File: src/rtl/intr_ctrl.sv
// rtl/intr_ctrl.sv - N-channel edge/level interrupt controller with fixed priority; optional nesting via INTC_NEST_EN
module intr_ctrl #(
    parameter int               N_IRQ      = 4,
    parameter int               VEC_W      = 10,
    parameter logic [VEC_W-1:0] VEC_BASE   = 10'h3F0,
    parameter int               VEC_STRIDE = 2,
    parameter logic [N_IRQ-1:0] EDGE_MASK  = 4'b1111,
    parameter logic [N_IRQ-1:0] MASK_RST   = 4'b1111,
    parameter int               ID_W       = $clog2(N_IRQ)
) (
    input  logic             clk,
    input  logic             reset,
    input  logic [N_IRQ-1:0] irq_in,
    input  logic             irq_en,
    input  logic             mask_we,
    input  logic [N_IRQ-1:0] mask_wdata,
    output logic             irq_req,
    output logic [ID_W-1:0]  irq_id,
    output logic [VEC_W-1:0] irq_vec,
    input  logic             irq_ack,
    input  logic             irq_ret,
    output logic [N_IRQ-1:0] irq_pend,
    output logic [N_IRQ-1:0] irq_mask,
    output logic [N_IRQ-1:0] in_service
);

    localparam logic [1:0] IDLE    = 2'd0;
    localparam logic [1:0] REQ     = 2'd1;
    localparam logic [1:0] SERVICE = 2'd2;

    logic [1:0]       state;
    logic [N_IRQ-1:0] s1, s2, s2_d;
    logic [N_IRQ-1:0] rise;
    logic [N_IRQ-1:0] eligible;
    logic [N_IRQ-1:0] ack_onehot;
    logic [N_IRQ-1:0] is_pop;
    logic [ID_W-1:0]  arb_id;
    logic             ack_fire;
    logic             nest_hit;

    // Lowest set index wins; returns 0 for an empty vector (callers gate on |v).
    function automatic logic [ID_W-1:0] lowest(input logic [N_IRQ-1:0] v);
        logic [ID_W-1:0] r;
        r = '0;
        for (int i = N_IRQ - 1; i >= 0; i--) begin
            if (v[i]) r = i[ID_W-1:0];
        end
        return r;
    endfunction

    // Handler address, computed wide and truncated to the PC width.
    function automatic logic [VEC_W-1:0] vec_of(input logic [ID_W-1:0] id);
        logic [31:0] t;
        t = 32'(VEC_BASE) + 32'(id) * 32'(VEC_STRIDE);
        return t[VEC_W-1:0];
    endfunction

    // Arbitration, handshake qualifiers and the in_service pop value.
    always_comb begin
        rise       = s2 & ~s2_d;
        eligible   = irq_pend & irq_mask & ~in_service;
        arb_id     = lowest(eligible);
        ack_fire   = (state == REQ) && irq_ack;
        ack_onehot = ack_fire ? (N_IRQ'(1) << irq_id) : '0;
        // Clearing the lowest set bit is the highest-priority in-service channel.
        is_pop     = in_service & (in_service - N_IRQ'(1));
        nest_hit   = 1'b0;
`ifdef INTC_NEST_EN
        // Only channels strictly above (lower index than) every in-service channel may preempt.
        begin
            logic             found;
            logic [N_IRQ-1:0] below;
            found = 1'b0;
            below = '0;
            for (int i = 0; i < N_IRQ; i++) begin
                if (in_service[i]) found = 1'b1;
                below[i] = ~found;
            end
            nest_hit = irq_en && |(eligible & below);
        end
`endif
    end

    // Two-flop synchroniser plus delayed copy for rising-edge detection.
    always_ff @(posedge clk or negedge reset) begin
        if (!reset) begin
            s1   <= '0;
            s2   <= '0;
            s2_d <= '0;
        end else begin
            s1   <= irq_in;
            s2   <= s1;
            s2_d <= s2;
        end
    end

    // Enable mask register.
    always_ff @(posedge clk or negedge reset) begin
        if (!reset) begin
            irq_mask <= MASK_RST;
        end else if (mask_we) begin
            irq_mask <= mask_wdata;
        end
    end

    // Pending: edge channels latch until acked (new edge beats the clear); level channels track the source.
    always_ff @(posedge clk or negedge reset) begin
        if (!reset) begin
            irq_pend <= '0;
        end else begin
            for (int i = 0; i < N_IRQ; i++) begin
                if (EDGE_MASK[i]) irq_pend[i] <= rise[i] | (irq_pend[i] & ~ack_onehot[i]);
                else              irq_pend[i] <= s2[i];
            end
        end
    end

    // Request/acknowledge/return FSM; request outputs are frozen while in REQ.
    always_ff @(posedge clk or negedge reset) begin
        if (!reset) begin
            state      <= IDLE;
            irq_req    <= 1'b0;
            irq_id     <= '0;
            irq_vec    <= '0;
            in_service <= '0;
        end else begin
            case (state)
                IDLE: begin
                    if (irq_en && |eligible) begin
                        irq_id  <= arb_id;
                        irq_vec <= vec_of(arb_id);
                        irq_req <= 1'b1;
                        state   <= REQ;
                    end
                end
                REQ: begin
                    if (irq_ack) begin
                        irq_req    <= 1'b0;
                        in_service <= in_service | ack_onehot;
                        state      <= SERVICE;
                    end
                end
                SERVICE: begin
                    if (irq_ret) begin
                        in_service <= is_pop;
                        if (is_pop == '0) state <= IDLE;
                    end else if (nest_hit) begin
                        irq_id  <= arb_id;
                        irq_vec <= vec_of(arb_id);
                        irq_req <= 1'b1;
                        state   <= REQ;
                    end
                end
                default: state <= IDLE;
            endcase
        end
    end

endmodule

File: config.mk
export PLATFORM = sky130hd
export DESIGN_NAME = intr_ctrl
export DESIGN_NICKNAME = d
export VERILOG_FILES = /design/src/rtl/intr_ctrl.sv
export SDC_FILE = /design/constraint.sdc
export NUM_CORES = 1
export LEC_CHECK = 0
export ABC_AREA = 0
export BUFFER_PORTS_ARGS = -buffer_cell sky130_fd_sc_hd__buf_2
export CORE_MARGIN = 2
export CORE_UTILIZATION = 48
export CTS_BUF_LIST = sky130_fd_sc_hd__clkbuf_16
export DETAILED_ROUTE_END_ITERATION = 6
export HOLD_SLACK_MARGIN = 0.12
export PLACE_DENSITY = 0.74
export SLEW_MARGIN = 20
export SYNTH_ARGS = -nofsm -noshare
export SYNTH_HDL_FRONTEND = slang
export SYNTH_SLANG_ARGS = --single-unit
File: constraint.sdc
create_clock -name clk -period 1.5 [get_ports clk]
set_input_delay 0.3 -clock clk [delete_from_list [all_inputs] [get_ports clk]]
set_output_delay 0.3 -clock clk [all_outputs]
set_load 0.05 [all_outputs]
==> reports/results.txt <==
Peak VDD IR -> 1.57 mV
DP HPWL -> 1580 microns
CP Data Required Time -> 1.20 ns
CP max-delay cell -> dfstp_2
layout overhead on the synthesized area -> 31.5%
Die Ht -> 53.7 microns
Antenna Cells -> 0
placed inst area -> 0.00134 sq mm
total clock sinks -> 30
power per cell area -> 2380 mW/mm^2
Rel. slew slack -> 0.573
Placer Congestion -> 0.902
Mean Syn Cell Area -> 12.9 sq um
max incr delay on CP -> 0.55 ns
critical setup path kind -> flop to primary output
vias in the first global route -> 770
nets@finish -> 144
grt ovf -> 0
clk_skew -> 0.00543 ns
pin count of the biggest net entering global routing -> 31
root buffer cell -> clkbuf_16
first drt pass iteration count -> 6
critical path startpoint category -> flop
CTS tree -> done
CTS Buf Count -> 5
YS warnings -> 0
leakage -> 0.732 nW
WP depth -> 1
vias per cell -> 5.21
Reg2Reg Depth -> 3
Worst-Skew Late Latency -> 0.27 ns
Overall Global Routing Usage -> 0.183
Worst EP arrival -> 1.08 ns
Worst path top cell family by delay -> flip-flops
CP endpoint kind -> primary output
Worst Hold Depth -> 1
Vias -> 839
CP cell instances -> buf_2
CP Max Fanout -> 4
Max Root-Sink Buffers -> 2
Net Switching -> 0.00142 W
IO Count -> 39
setup TNS -> 0 ns
Filler cells -> 194
Setup violations, final -> 0
H-tree levels -> 2
I/O Buffers -> 36
global-route wire length before repair -> 3480 microns
fmax -> 724 MHz
Post-synth EDFFs -> 0
antenna-violating nets left -> 0
status -> complete, no violations
site row count -> 18
fin util -> 0.646
clock share of power -> 0.344
Tot Pwr -> 0.00370 W
post-synthesis sequential area ratio -> 0.638
max cap viols -> 0
ys async rst share -> 1.00
ys flop type -> dfrtp_1
part of the cycle the worst path needs -> 0.921
Max Slew Vio Count -> 0
Core Region -> 0.00241 sq mm
Final Hold Viols -> 0
DRC violations left -> 0
initial antenna violation count -> 0
Buf+Inv Stages, Crit Path -> 1
die area -> 0.00288 sq mm
Min Clock Period, post-route -> 1.38 ns
1st-iter DRT viols -> 10
Worst-Margin Slew -> 0.641 ns
Mapped Area -> 0.00118 sq mm
Starting Density -> 0.492
RSZ-0062 raised after global routing -> false
synthesized instance count -> 92
post-DR wirelength/cell -> 14.0 microns
worst min path class -> input pin to flop
design area -> 0.00156 sq mm
power share of the combinational group -> 0.326
share of post-route cells with drive strength above 1 -> 0.427
sequential power share -> 0.330
Sw Share -> 0.383
Hold Slack -> 0.131 ns
reg-to-reg slack, setup -> 0.23 ns
post-synth cell types -> 27
clock slew at reported path FFs -> 0.05 ns
post-CTS setup repair buffer count -> 0
register bit total from synthesis -> 30
die width -> 53.7 microns
Routed Wire Length -> 2250 microns
Int Power -> 0.00228 W
-- what timing repair did --
item	4_1_cts	5_1_grt
endpoints found under the hold margin	26	2
hold buffers	1	2
resized for setup	0	0
-- cells by family (layout without fill, tap and decap cells) --
kind of cell           after synthesis  count (layout)  synth area share
DFF                                 30              30             0.638
AOI/OAI and AO/OA                   22              22             0.136
buffers and inverters               19              57            0.0887
and+or+nand+nor                     16              16            0.0961
muxes                                4               4            0.0380
other                                1               2           0.00316
-- power by group through the flow --
stage               clock network [W]  logic (W)  registers [W]
floorplan                           0   0.000500        0.00166
global placement                    0    0.00119        0.00121
CTS                           0.00130    0.00121        0.00122
detailed placement                  0    0.00120        0.00122
finish                        0.00127    0.00121        0.00122
global route                  0.00133    0.00129        0.00126
-- area by class of cell --
class / count / area (sq um) / share of cell area
sequential: 30 / 756 / 0.485
timing repair buffer: 39 / 210 / 0.135
clock inverter: 3 / 63.8 / 0.0410
inverter: 10 / 37.5 / 0.0241
clock buffer: 5 / 125 / 0.0803
multi-input combinational: 44 / 328 / 0.210
tap: 30 / 37.5 / 0.0241
-- synthesized netlist by cell type (2+ instances only) --
library cell | number | area, sq um
dfrtp_1 | 26 | 651
inv_1 | 10 | 37.5
buf_4 | 9 | 67.6
nand3b_1 | 6 | 45.0
a21oi_1 | 4 | 20.0
dfstp_2 | 4 | 105
mux2_2 | 4 | 45.0
nor3_1 | 3 | 15.0
o21ai_0 | 3 | 15.0
a211oi_1 | 2 | 15.0
a21o_1 | 2 | 15.0
o22ai_1 | 2 | 12.5
o31ai_1 | 2 | 15.0
or2_1 | 2 | 12.5
-- worst paths after layout --
check,start,endpoint
worst max-delay path,irq_mask[2]$_DFFE_PN1P_,irq_mask[2]
min in group asynchronous,reset,s1[0]$_DFF_PN0_
worst min-delay path,irq_in[1],s1[1]$_DFF_PN0_
max in group asynchronous,reset,irq_pend[2]$_DFF_PN0_
worst min register to register,s1[2]$_DFF_PN0_,s2[2]$_DFF_PN0_
worst max register to register,state[1]$_DFFE_PN0P_,state[0]$_DFFE_PN0P_
-- per-layer routing --
metal / track usage / share of wire / vias up
met3: 0.0833 / 0.073 / 2
met1: 0.211 / 0.41 / 424
met2: 0.293 / 0.50 / 24
met5: 0 / 0 / -
met4: 0.0769 / 0.0084 / 0
li1: - / - / 389
-- state kept, by name (all words and copies together) (netlist names) --
name / count
in_service: 4
irq_id: 1
irq_mask: 4
irq_pend: 4
irq_req: 1
irq_vec: 2
s1: 4
s2: 4
s2_d: 4
state: 2
-- per-stage QoR --
stage | cells | setup WS [ns]
5_1_grt | 161 | 0.0788
3_5_place_dp | 150 | 0.258
2_1_floorplan | 93 | 0.110
6_report | 161 | 0.119
4_1_cts | 159 | 0.107
3_3_place_gp | 150 | 0.291
-- placed cells by master (no fill, tap or decap), types with 2 or more instances in the layout --
| cell | instances |
|---|---|
| a211oi_1 | 2 |
| a21o_1 | 2 |
| a21oi_1 | 4 |
| buf_2 | 36 |
| bufinv_16 | 2 |
| clkbuf_16 | 5 |
| conb_1 | 2 |
| dfrtp_1 | 26 |
| dfstp_2 | 4 |
| dlygate4sd3_1 | 3 |
| inv_1 | 10 |
| mux2_2 | 4 |
| nand3b_1 | 6 |
| nor3_1 | 3 |
| o21ai_0 | 3 |
| o22ai_1 | 2 |
| o31ai_1 | 2 |
| or2_1 | 2 |
(Power assumes the default switching activity.)
